==> src/rtl/mc_control_fsm_pkg.sv <==
// rtl/mc_control_fsm_pkg.sv - shared encodings for the MIPS-Lite3 multicycle control unit
package mc_control_fsm_pkg;

   typedef enum logic [2:0] {
      STATE_FETCH     = 3'd0,
      STATE_DECODE    = 3'd1,
      STATE_EXECUTE   = 3'd2,
      STATE_MEMORY    = 3'd3,
      STATE_WRITEBACK = 3'd4
   } state_t;

   localparam logic [5:0] OP_RTYPE = 6'b000000;
   localparam logic [5:0] OP_ORI   = 6'b001101;
   localparam logic [5:0] OP_LUI   = 6'b001111;
   localparam logic [5:0] OP_LW    = 6'b100011;
   localparam logic [5:0] OP_SW    = 6'b101011;
   localparam logic [5:0] OP_BEQ   = 6'b000100;
   localparam logic [5:0] OP_J     = 6'b000010;
   localparam logic [5:0] OP_JAL   = 6'b000011;

   localparam logic [5:0] FUNCT_ADDU = 6'b100001;
   localparam logic [5:0] FUNCT_SUBU = 6'b100011;
   localparam logic [5:0] FUNCT_SLT  = 6'b101010;
   localparam logic [5:0] FUNCT_JR   = 6'b001000;

   localparam logic [2:0] ALU_ADD = 3'b000;
   localparam logic [2:0] ALU_SUB = 3'b001;
   localparam logic [2:0] ALU_OR  = 3'b010;
   localparam logic [2:0] ALU_SLT = 3'b011;
   localparam logic [2:0] ALU_LUI = 3'b100;

   localparam logic [1:0] ALUA_PC = 2'b00;
   localparam logic [1:0] ALUA_A  = 2'b01;

   localparam logic [1:0] ALUB_B       = 2'b00;
   localparam logic [1:0] ALUB_FOUR    = 2'b01;
   localparam logic [1:0] ALUB_IMM     = 2'b10;
   localparam logic [1:0] ALUB_IMM_SH2 = 2'b11;

   localparam logic [1:0] REGDST_RT = 2'b00;
   localparam logic [1:0] REGDST_RD = 2'b01;
   localparam logic [1:0] REGDST_RA = 2'b10;

   localparam logic [1:0] MEMTOREG_ALUOUT = 2'b00;
   localparam logic [1:0] MEMTOREG_MDR    = 2'b01;
   localparam logic [1:0] MEMTOREG_LINK   = 2'b10;

   localparam logic [1:0] PCSRC_ALU    = 2'b00;
   localparam logic [1:0] PCSRC_ALUOUT = 2'b01;
   localparam logic [1:0] PCSRC_JUMP   = 2'b10;
   localparam logic [1:0] PCSRC_REG    = 2'b11;

   localparam int NUM_CLS  = 11;
   localparam int CLS_ADDU = 0;
   localparam int CLS_SUBU = 1;
   localparam int CLS_SLT  = 2;
   localparam int CLS_JR   = 3;
   localparam int CLS_ORI  = 4;
   localparam int CLS_LUI  = 5;
   localparam int CLS_LW   = 6;
   localparam int CLS_SW   = 7;
   localparam int CLS_BEQ  = 8;
   localparam int CLS_J    = 9;
   localparam int CLS_JAL  = 10;

   typedef logic [NUM_CLS-1:0] instr_class_t;

   typedef struct packed {
      logic [2:0] alu_ctrl;
      logic [1:0] alu_src_a;
      logic [1:0] alu_src_b;
      logic       mem_read;
      logic       mem_write;
      logic       reg_write;
      logic [1:0] reg_dst;
      logic [1:0] mem_to_reg;
      logic [1:0] pc_src;
      logic       pc_write;
      logic       pc_write_cond;
      logic       ir_write;
      logic       ext_op;
      logic       illegal_instr;
   } ctrl_t;

   function automatic logic [2:0] r_alu_ctrl(input instr_class_t cls);
      if (cls[CLS_SUBU]) return ALU_SUB;
      if (cls[CLS_SLT])  return ALU_SLT;
      return ALU_ADD;
   endfunction

endpackage

==> src/rtl/mc_instr_decode.sv <==
// rtl/mc_instr_decode.sv - maps the instruction word to a one-hot class; an empty class is illegal
module mc_instr_decode
   import mc_control_fsm_pkg::*;
(
   input  logic [31:0]  instr,
   output instr_class_t cls,
   output logic         illegal
);

   logic [5:0] op;
   logic [5:0] funct;
   logic       unused_fields;

   assign op            = instr[31:26];
   assign funct         = instr[5:0];
   assign unused_fields = ^instr[25:6];

   always_comb begin
      cls = '0;
      case (op)
         OP_RTYPE: begin
            case (funct)
               FUNCT_ADDU: cls[CLS_ADDU] = 1'b1;
               FUNCT_SUBU: cls[CLS_SUBU] = 1'b1;
               FUNCT_SLT:  cls[CLS_SLT]  = 1'b1;
               FUNCT_JR:   cls[CLS_JR]   = 1'b1;
               default:    cls           = '0;
            endcase
         end
         OP_ORI:  cls[CLS_ORI] = 1'b1;
         OP_LUI:  cls[CLS_LUI] = 1'b1;
         OP_LW:   cls[CLS_LW]  = 1'b1;
         OP_SW:   cls[CLS_SW]  = 1'b1;
         OP_BEQ:  cls[CLS_BEQ] = 1'b1;
         OP_J:    cls[CLS_J]   = 1'b1;
         OP_JAL:  cls[CLS_JAL] = 1'b1;
         default: cls          = '0;
      endcase
   end

   assign illegal = (cls == '0);

endmodule

==> src/rtl/mc_control_fsm.sv <==
// rtl/mc_control_fsm.sv - multicycle control FSM: Moore control outputs, retire counter
module mc_control_fsm
   import mc_control_fsm_pkg::*;
#(
   parameter int CNT_W = 32
) (
   input  logic             clk,
   input  logic             rst,
   input  logic [31:0]      instr,
   input  logic             zero,
   output logic [2:0]       alu_ctrl,
   output logic [1:0]       alu_src_a,
   output logic [1:0]       alu_src_b,
   output logic             mem_read,
   output logic             mem_write,
   output logic             reg_write,
   output logic [1:0]       reg_dst,
   output logic [1:0]       mem_to_reg,
   output logic [1:0]       pc_src,
   output logic             pc_write,
   output logic             pc_write_cond,
   output logic             ir_write,
   output logic             ext_op,
   output logic [2:0]       current_state,
   output logic             illegal_instr,
   output logic [CNT_W-1:0] instr_count
);

   state_t           state_q, state_d;
   logic [CNT_W-1:0] cnt_q;
   logic             retire;
   instr_class_t     cls;
   logic             illegal;
   logic             is_r_arith;
   ctrl_t            ctrl_c, ctrl;
   logic             unused_zero;

   // Branch resolution happens in the PC write-enable logic, so zero never steers the FSM.
   assign unused_zero = zero;

   mc_instr_decode u_decode (
      .instr   (instr),
      .cls     (cls),
      .illegal (illegal)
   );

   assign is_r_arith = cls[CLS_ADDU] | cls[CLS_SUBU] | cls[CLS_SLT];

   always_comb begin
      ctrl_c  = '0;
      state_d = STATE_FETCH;
      retire  = 1'b0;
      case (state_q)
         STATE_FETCH: begin
            ctrl_c.ir_write  = 1'b1;
            ctrl_c.alu_src_a = ALUA_PC;
            ctrl_c.alu_src_b = ALUB_FOUR;
            ctrl_c.alu_ctrl  = ALU_ADD;
            ctrl_c.pc_src    = PCSRC_ALU;
            ctrl_c.pc_write  = 1'b1;
            state_d          = STATE_DECODE;
         end
         STATE_DECODE: begin
            ctrl_c.alu_src_a = ALUA_PC;
            ctrl_c.alu_src_b = ALUB_IMM_SH2;
            ctrl_c.ext_op    = 1'b1;
            ctrl_c.alu_ctrl  = ALU_ADD;
            if (illegal) begin
               ctrl_c.illegal_instr = 1'b1;
            end else if (cls[CLS_J]) begin
               ctrl_c.pc_write = 1'b1;
               ctrl_c.pc_src   = PCSRC_JUMP;
               retire          = 1'b1;
            end else begin
               state_d = STATE_EXECUTE;
            end
         end
         STATE_EXECUTE: begin
            if (is_r_arith) begin
               ctrl_c.alu_src_a = ALUA_A;
               ctrl_c.alu_src_b = ALUB_B;
               ctrl_c.alu_ctrl  = r_alu_ctrl(cls);
               state_d          = STATE_WRITEBACK;
            end else if (cls[CLS_ORI]) begin
               ctrl_c.alu_src_a = ALUA_A;
               ctrl_c.alu_src_b = ALUB_IMM;
               ctrl_c.alu_ctrl  = ALU_OR;
               state_d          = STATE_WRITEBACK;
            end else if (cls[CLS_LUI]) begin
               ctrl_c.alu_src_b = ALUB_IMM;
               ctrl_c.alu_ctrl  = ALU_LUI;
               state_d          = STATE_WRITEBACK;
            end else if (cls[CLS_LW] | cls[CLS_SW]) begin
               ctrl_c.alu_src_a = ALUA_A;
               ctrl_c.alu_src_b = ALUB_IMM;
               ctrl_c.ext_op    = 1'b1;
               ctrl_c.alu_ctrl  = ALU_ADD;
               state_d          = STATE_MEMORY;
            end else if (cls[CLS_BEQ]) begin
               ctrl_c.alu_src_a     = ALUA_A;
               ctrl_c.alu_src_b     = ALUB_B;
               ctrl_c.alu_ctrl      = ALU_SUB;
               ctrl_c.pc_write_cond = 1'b1;
               ctrl_c.pc_src        = PCSRC_ALUOUT;
               retire               = 1'b1;
            end else if (cls[CLS_JR]) begin
               ctrl_c.pc_write = 1'b1;
               ctrl_c.pc_src   = PCSRC_REG;
               retire          = 1'b1;
            end else if (cls[CLS_JAL]) begin
               ctrl_c.reg_write  = 1'b1;
               ctrl_c.reg_dst    = REGDST_RA;
               ctrl_c.mem_to_reg = MEMTOREG_LINK;
               ctrl_c.pc_write   = 1'b1;
               ctrl_c.pc_src     = PCSRC_JUMP;
               retire            = 1'b1;
            end
         end
         STATE_MEMORY: begin
            if (cls[CLS_LW]) begin
               ctrl_c.mem_read = 1'b1;
               state_d         = STATE_WRITEBACK;
            end else if (cls[CLS_SW]) begin
               ctrl_c.mem_write = 1'b1;
               retire           = 1'b1;
            end
         end
         STATE_WRITEBACK: begin
            ctrl_c.reg_write = 1'b1;
            if (is_r_arith) begin
               ctrl_c.reg_dst    = REGDST_RD;
               ctrl_c.mem_to_reg = MEMTOREG_ALUOUT;
            end else if (cls[CLS_LW]) begin
               ctrl_c.reg_dst    = REGDST_RT;
               ctrl_c.mem_to_reg = MEMTOREG_MDR;
            end else begin
               ctrl_c.reg_dst    = REGDST_RT;
               ctrl_c.mem_to_reg = MEMTOREG_ALUOUT;
            end
            retire = 1'b1;
         end
         default: begin
            ctrl_c  = '0;
            state_d = STATE_FETCH;
         end
      endcase
   end

   always_ff @(posedge clk or negedge rst) begin
      if (!rst) begin
         state_q <= STATE_FETCH;
         cnt_q   <= '0;
      end else begin
         state_q <= state_d;
         if (retire) cnt_q <= cnt_q + CNT_W'(1);
      end
   end

   // Reset must silence every enable even though the state already reads FETCH.
   assign ctrl = rst ? ctrl_c : '0;

   assign alu_ctrl      = ctrl.alu_ctrl;
   assign alu_src_a     = ctrl.alu_src_a;
   assign alu_src_b     = ctrl.alu_src_b;
   assign mem_read      = ctrl.mem_read;
   assign mem_write     = ctrl.mem_write;
   assign reg_write     = ctrl.reg_write;
   assign reg_dst       = ctrl.reg_dst;
   assign mem_to_reg    = ctrl.mem_to_reg;
   assign pc_src        = ctrl.pc_src;
   assign pc_write      = ctrl.pc_write;
   assign pc_write_cond = ctrl.pc_write_cond;
   assign ir_write      = ctrl.ir_write;
   assign ext_op        = ctrl.ext_op;
   assign illegal_instr = ctrl.illegal_instr;
   assign current_state = state_q;
   assign instr_count   = cnt_q;

endmodule

==> config.mk <==
export PLATFORM = sky130hd
export DESIGN_NAME = mc_control_fsm
export DESIGN_NICKNAME = d
export VERILOG_FILES = /design/src/rtl/mc_control_fsm_pkg.sv /design/src/rtl/mc_instr_decode.sv /design/src/rtl/mc_control_fsm.sv
export SDC_FILE = /design/constraint.sdc
export NUM_CORES = 1
export LEC_CHECK = 0
export BUFFER_PORTS_ARGS = -buffer_cell sky130_fd_sc_hd__buf_2
export CAP_MARGIN = 20
export CORE_MARGIN = 5
export CORE_UTILIZATION = 23
export CTS_BUF_LIST = sky130_fd_sc_hd__clkbuf_8
export DETAILED_ROUTE_END_ITERATION = 8
export HOLD_SLACK_MARGIN = 0.08
export PLACE_DENSITY_LB_ADDON = 0.1
export RECOVER_POWER = 50
export SLEW_MARGIN = 20
export SYNTH_ARGS = -nofsm -noshare
export SYNTH_HDL_FRONTEND = slang
export SYNTH_SLANG_ARGS = --single-unit
==> constraint.sdc <==
create_clock -name clk -period 3.6 [get_ports clk]
set_input_delay 0.54 -clock clk [delete_from_list [all_inputs] [get_ports clk]]
set_output_delay 0.54 -clock clk [all_outputs]
set_load 0.02 [all_outputs]
==> Word level (Yosys, flattened, before mapping) <==
Cells that the tools add are included.
{ "op_classes": {"n_shift": 0, "div_mod_pow": 0, "n_eq_ne": 15, "add_sub_neg": 1, "n_mul": 0, "bitwise_logic": 3, "n_lt_le_gt_ge": 0, "n_reduce_logical": 3, "n_mux": 80} }
{ "ops": {"columns": ["cell", "count"], "rows": [
  ["$mux W1", 41],
  ["$mux W3", 12],
  ["$mux W9", 4],
  ["$add A32 B1 Y32 const B", 1],
  ["$eq A6 B6 Y1 const B", 5],
  ["$mux W21", 1],
  ["$pmux W7 S3", 1],
  ["$mux W5", 4],
  ["$eq A6 B4 Y1 const B", 3],
  ["$mux W2", 7],
  ["$mux W7", 2],
  ["$eq A6 B2 Y1 const B", 2],
  ["$pmux W3 S4", 1],
  ["$logic_not A11 Y1", 1],
  ["$pmux W5 S2", 1],
  ["$pmux W3 S3", 1],
  ["$mux W4", 2],
  ["$mux W8", 1],
  ["$eq A3 B2 Y1 const B", 2],
  ["$eq A6 B3 Y1 const B", 1],
  ["$logic_not A6 Y1", 1],
  ["$pmux W1 S4", 1],
  ["$eq A3 B1 Y1 const B", 1],
  ["$eq A3 B3 Y1 const B", 1],
  ["3 further kinds", 5]
]} }
{ "totals": {"rom_bits": 0, "latchBits": 0, "register_bits": 35, "output_inout_bits": 56, "ramBits": 0, "memories": 0} }

==> Depth between registers and ports, before layout <==
{ "depth": {"ltp_word": 15, "depth_mapped": 8, "depth_no_buf": 6} }

==> Hierarchy <==
A second synthesis with hierarchy kept.
{ "hier_totals": {"hier_cells": 245, "hier_area_um2": 2290.9} }
{ "modules_own_cells": {"columns": ["mod", "area_each_um2", "seq_area_each_um2", "cells_per_inst", "n_inst"], "rows": [
  ["mc_control_fsm", 2064.5, 875.8, 212, 1],
  ["mc_instr_decode", 226.5, 0.0, 33, 1]
]} }

==> Worst setup path before layout <==
Ideal clock, no wire load.
{ "synth_timing": {"path_type": "input to output", "startpoint": "input port instr[26]", "endpoint": "output port reg_dst[1]", "t_arrival_ps": 2173, "slack_ps": 887, "path_buffers": 2, "stages": 6, "path_cell_list": "clkbuf_1 > nor4_1 > o2111ai_1 > nand3_1 > nor3_1 > buf_4"} }
{ "synth_between": {"elab_chain_cells": 11, "elab_cells_between_ends": 26, "classes_between": "6 x eq/ne; 16 x mux; 3 x bitwise; 1 x reduce/logical"} }
{ "synth_lines": {"columns": ["element", "line_no", "rtl"], "rows": [
  ["start: declaration", "mc_control_fsm.sv:9", "input logic [31:0] instr,"],
  ["$eq A6 B2 Y1", "mc_instr_decode.sv:20", "case (op)"],
  ["$mux W1", null, null],
  ["$mux W8", "mc_control_fsm.sv:110", "end else if (cls[CLS_JAL]) begin"],
  ["$mux W5", "mc_control_fsm.sv:106", "end else if (cls[CLS_JR]) begin"],
  ["$mux W5", "mc_control_fsm.sv:99", "end else if (cls[CLS_BEQ]) begin"],
  ["$mux W9", "mc_control_fsm.sv:93", "end else if (cls[CLS_LW] | cls[CLS_SW]) begin"],
  ["$mux W9", "mc_control_fsm.sv:89", "end else if (cls[CLS_LUI]) begin"],
  ["$mux W9", "mc_control_fsm.sv:84", "end else if (cls[CLS_ORI]) begin"],
  ["$mux W9 (*)", "mc_control_fsm.sv:79", "if (is_r_arith) begin"],
  ["$pmux W5 S2 (*)", "mc_control_fsm.sv:53", "case (state_q)"],
  ["$mux W21 (*)", "mc_control_fsm.sv:160", "assign ctrl = rst ? ctrl_c : '0;"],
  ["end: declaration", "mc_control_fsm.sv:17", "output logic [1:0] reg_dst,"]
]} }
Mark *: on every way between the ends. The rest lies on a longest branch, timed or not.

==> Worst setup path in the final report <==
{ "layout_timing": {"startpoint": "input port instr[28]", "endpoint": "output port pc_write"} }
{ "layout_between": {"elab_chain_cells": 11, "elab_cells_between_ends": 31, "classes_between": "7 x eq/ne; 19 x mux; 3 x bitwise; 2 x reduce/logical"} }
{ "layout_lines": {"columns": ["element", "line_no", "rtl"], "rows": [
  ["$eq A6 B2 Y1", "mc_instr_decode.sv:20", null],
  ["$mux W1", null, null],
  ["$mux W8", "mc_control_fsm.sv:110", null],
  ["$mux W3", "mc_control_fsm.sv:106", null],
  ["$mux W1", "mc_control_fsm.sv:99", null],
  ["$mux W9", "mc_control_fsm.sv:93", null],
  ["$mux W9", "mc_control_fsm.sv:89", null],
  ["$mux W9", "mc_control_fsm.sv:84", null],
  ["$mux W9", "mc_control_fsm.sv:79", null],
  ["$pmux W3 S3 (*)", "mc_control_fsm.sv:53", null],
  ["$mux W21 (*)", "mc_control_fsm.sv:160", null],
  ["end: declaration", "mc_control_fsm.sv:20", "output logic pc_write,"]
]} }
Marked as above.

==> metrics.md <==
| Metric | Value |
|---|---|
| P per Cell Area | 362 nW/um^2 |
| First-pass GRT wire length | ~10 mm |
| Count of different cell masters after synthesis | 49 |
| Standard cell core area | between 9000 and 10000 sq um |
| Worst setup EP type | output port |
| Signed area change from the synthesized netlist to the final layout | 22.7% |
| Height of the chip | 108 microns |
| Cell depth of the worst flop-to-flop path | 6 |
| Worst IR drop on VDD | around 0.00021 V |
| CTS Hold Bufs | 0 |
| Final Routed Wirelength | approximately 6.4 mm |
| Worst setup SP type | input port |
| Number of primary I/O pins | between 90 and 100 |
| Total grt overflow | 0 |
| Post-CTS setup buffer count | 0 |
| Total inserted antenna cells | 0 |
| Number of synthesized register bits | 35 |
| Buffer type at the clock tree root | sky130_fd_sc_hd__clkbuf_8 |
| Area of the multi-input gates | about 1200 sq um |
| Mean post-synth cell area | a little over 9 sq um |
| 1st-pass router iterations | 4 |
| ANT nets after route | 0 |
| Die boundary width | ~110 microns |
| Worst R2R Setup Slack | approximately 1.4 ns |
| Unrepaired setup endpoints after global routing | false |
| Number of global-route vias before repair | between 1500 and 2000 |
| Storage element area | 876 sq um |
| Port Buffers | ~70 |
| Largest driver fanout on the critical path | 11 |
| F_max | roughly 0.35 GHz |
| Transition at the pin with the smallest max-transition slack | 1.56 ns |
| Antenna violations before repair | 0 |
| Number of clock buffers inserted by TritonCTS | 5 |
| Worst relative slew slack | -3.91% |
| Main flop type after synthesis | sky130_fd_sc_hd__dfrtp_1 |
| Post-Syn Instances | 240 |
| Fraction of final layout cells sized beyond drive strength 1 | about a fifth |
| Final Power | slightly below 1 mW |
| Number of filler cells placed in the layout | a little over 1000 |
| Reg clk slew, reported paths | 0.07 ns |
| Final worst path period need | approximately 2.8 ns |
| Final weighted congestion in routability-driven placement | 0.769 |
| Final net count | between 300 and 400 |
| Synth warnings | 0 |
| Hold slack final | around 0.30 ns |
| Maximum number of pins on one net before global-route repair | 32 |
| Share of the cycle needed by the critical path after routing | ~79% |
| Kind of critical path | input port to output port |
| Number of synthesized flops with an enable pin | 0 |
| Site Rows | 35 |
| Final Hold Vio Count | 0 |
| Clock tree from TritonCTS | done |
| Share of flip-flops with an asynchronous set or reset | 100% |
| Status | finished with violations |
| Launch instance of the worst register-to-register path | current_state[2]$_DFF_PN0_ |
| Violated checks | capacitance limit, slew limit |
| Total Die Area | roughly 12000 sq um |
| Worst Path Arrival | 2.30 ns |
| Insertion delay of the later-clocked pin in the worst-skew pair | ~0.28 ns |
| Ratio of routed vias to standard cells | 4.65 |
| DR WL/cell | 14.7 microns |
| Hold/Removal Path Class | input port to asynchronous set/reset pin |
| Total track usage | 11.0% |
| Leak pwr | 1.15 nW |
| Net count after synthesis | 276 |
| Post-cts gate resize count | 0 |
| Final number of max-transition violations | 28 |
| Maximum clock path buffer count | 2 |
| Starting density of the core | about a quarter |
| Data required time of the worst path | a little over 3 ns |
| Post-route DRC violation count | 0 |
| Critical R2R Capture | instr_count[31]$_DFFE_PN0P_ |
| Clk sinks | 35 |
| Number of DRC violations after detailed-routing iteration 0 | 63 |
| Setup-violating endpoint count in the final report | 0 |
| H-tree level count | 2 |
| Number of maximum-capacitance violations | 1 |
| Clock skew | 0.00941 ns |
| Half-perimeter wire length after detailed placement | between 4 and 5 mm |
| Final sum of negative setup slack | 0 ns |
| Total number of vias | around 2000 |
| Share of synthesized area occupied by flip-flops and latches | 39.8% |
| Post-Synthesis Cell Area | approximately 2200 sq um |
routing by layer:
layer,share of wire [%],GRT usage (%),up-vias
met4,0.53,2.43,0
met2,45,17.5,45
met3,4.2,2.40,2
met1,50,15.1,981
met5,0,0,-
li1,-,-,999
sequential cells by signal, indices dropped and copies added (netlist names):
name	count
current_state	3
instr_count	32
cell usage after synthesis (2+ instances only):
cell type / count / area [sq um]
sky130_fd_sc_hd__and4_1: 5 / 43.8
sky130_fd_sc_hd__nand3b_1: 3 / 22.5
sky130_fd_sc_hd__nand2_1: 23 / 86.3
sky130_fd_sc_hd__nand4b_1: 2 / 17.5
sky130_fd_sc_hd__clkbuf_1: 3 / 11.3
sky130_fd_sc_hd__nor2_1: 23 / 86.3
sky130_fd_sc_hd__and3_1: 10 / 62.6
sky130_fd_sc_hd__nor3_1: 7 / 35.0
sky130_fd_sc_hd__nor2b_1: 4 / 25.0
sky130_fd_sc_hd__or4_1: 2 / 15.0
sky130_fd_sc_hd__or3b_2: 2 / 17.5
sky130_fd_sc_hd__nand4_1: 24 / 150
sky130_fd_sc_hd__nand2b_1: 2 / 12.5
sky130_fd_sc_hd__and2_1: 7 / 43.8
sky130_fd_sc_hd__xor2_1: 4 / 35.0
sky130_fd_sc_hd__nand3_1: 9 / 45.0
sky130_fd_sc_hd__buf_6: 4 / 45.0
sky130_fd_sc_hd__inv_1: 2 / 7.51
sky130_fd_sc_hd__xnor2_1: 28 / 245
sky130_fd_sc_hd__o21ai_0: 7 / 35.0
sky130_fd_sc_hd__dfrtp_1: 35 / 876
sky130_fd_sc_hd__buf_4: 2 / 15.0
sky130_fd_sc_hd__buf_2: 5 / 25.0
sky130_fd_sc_hd__nor4_1: 2 / 12.5
kinds of logic after synthesis:
group / share of synthesized area (%)
AO/OA/AOI/OAI: 5.29
XOR/XNOR: 12.7
adder cells (fa/ha/maj): 0.569
buffers and inverters: 4.72
flip-flops: 39.8
multiplexers: 0.512
other: 0.170
AND/OR/NAND/NOR: 36.2
cell type report:
type | count | share of cell area (%)
multi-input cells | 189 | 45.2
flip-flops and latches | 35 | 32.5
repair buffers | 74 | 12.8
well taps | 129 | 5.98
clock buffers | 6 | 3.06
inverters | 2 | 0.278
clock inverters | 1 | 0.185
critical path, cell delays in order:
cell and delay, ns:
sky130_fd_sc_hd__buf_2 0.17, sky130_fd_sc_hd__nor4_2 0.49, sky130_fd_sc_hd__o2111ai_1 0.19, sky130_fd_sc_hd__buf_4 0.20, sky130_fd_sc_hd__nand2_1 0.07, sky130_fd_sc_hd__a211oi_1 0.06, sky130_fd_sc_hd__o22a_1 0.20, sky130_fd_sc_hd__or2_1 0.22
sky130_fd_sc_hd__buf_2 0.16
worst max path at each step:
stage               startpoint    endpoint  slack, ns  cells past startpoint
floorplan            instr[26]  reg_dst[1]       0.89                      6
global placement     instr[28]    pc_write       0.75                      9
detailed placement   instr[28]    pc_write       0.77                      9
CTS                  instr[28]    pc_write       0.76                      9
global route         instr[28]    pc_write       0.63                      9
finish               instr[28]    pc_write       0.76                      9
metrics by stage:
stage          util (%)  std cells  cell area (sq um)  setup WS, ns
6_report           29.1        436               2700         0.764
3_5_place_dp       28.5        429               2650         0.767
4_1_cts            29.5        436               2740         0.757
5_1_grt            29.1        436               2700         0.635
2_1_floorplan         -        240               2200         0.887
3_3_place_gp       28.5        429               2650         0.748
cells in the final DEF (no fill, tap or decap), types with 2 or more instances in the layout:
cell type and n:
sky130_fd_sc_hd__buf_2 40, sky130_fd_sc_hd__dfrtp_1 35, sky130_fd_sc_hd__clkbuf_1 29, sky130_fd_sc_hd__xnor2_1 28, sky130_fd_sc_hd__nand4_1 24, sky130_fd_sc_hd__nand2_1 23, sky130_fd_sc_hd__nor2_1 23, sky130_fd_sc_hd__and3_1 10
sky130_fd_sc_hd__nand3_1 9, sky130_fd_sc_hd__o21ai_0 7, sky130_fd_sc_hd__nor3_1 7, sky130_fd_sc_hd__and2_1 7, sky130_fd_sc_hd__clkbuf_8 6, sky130_fd_sc_hd__and4_1 5, sky130_fd_sc_hd__buf_4 5, sky130_fd_sc_hd__nor2b_1 4
sky130_fd_sc_hd__xor2_1 4, sky130_fd_sc_hd__nand3b_1 3, sky130_fd_sc_hd__nor4_1 2, sky130_fd_sc_hd__nand2b_1 2, sky130_fd_sc_hd__or4_1 2, sky130_fd_sc_hd__or3b_2 2, sky130_fd_sc_hd__nand4b_1 2, sky130_fd_sc_hd__inv_1 2
where the power goes:
| group | total (mW) | internal (mW) | switching [mW] | leakage (nW) |
|---|---|---|---|---|
| clock | 0.295 | 0.150 | 0.144 | 0.0470 |
| combinational | 0.216 | 0.0744 | 0.141 | 0.629 |
| sequential | 0.466 | 0.417 | 0.0491 | 0.471 |
Note: power is estimated with default switching activity, not from simulation.
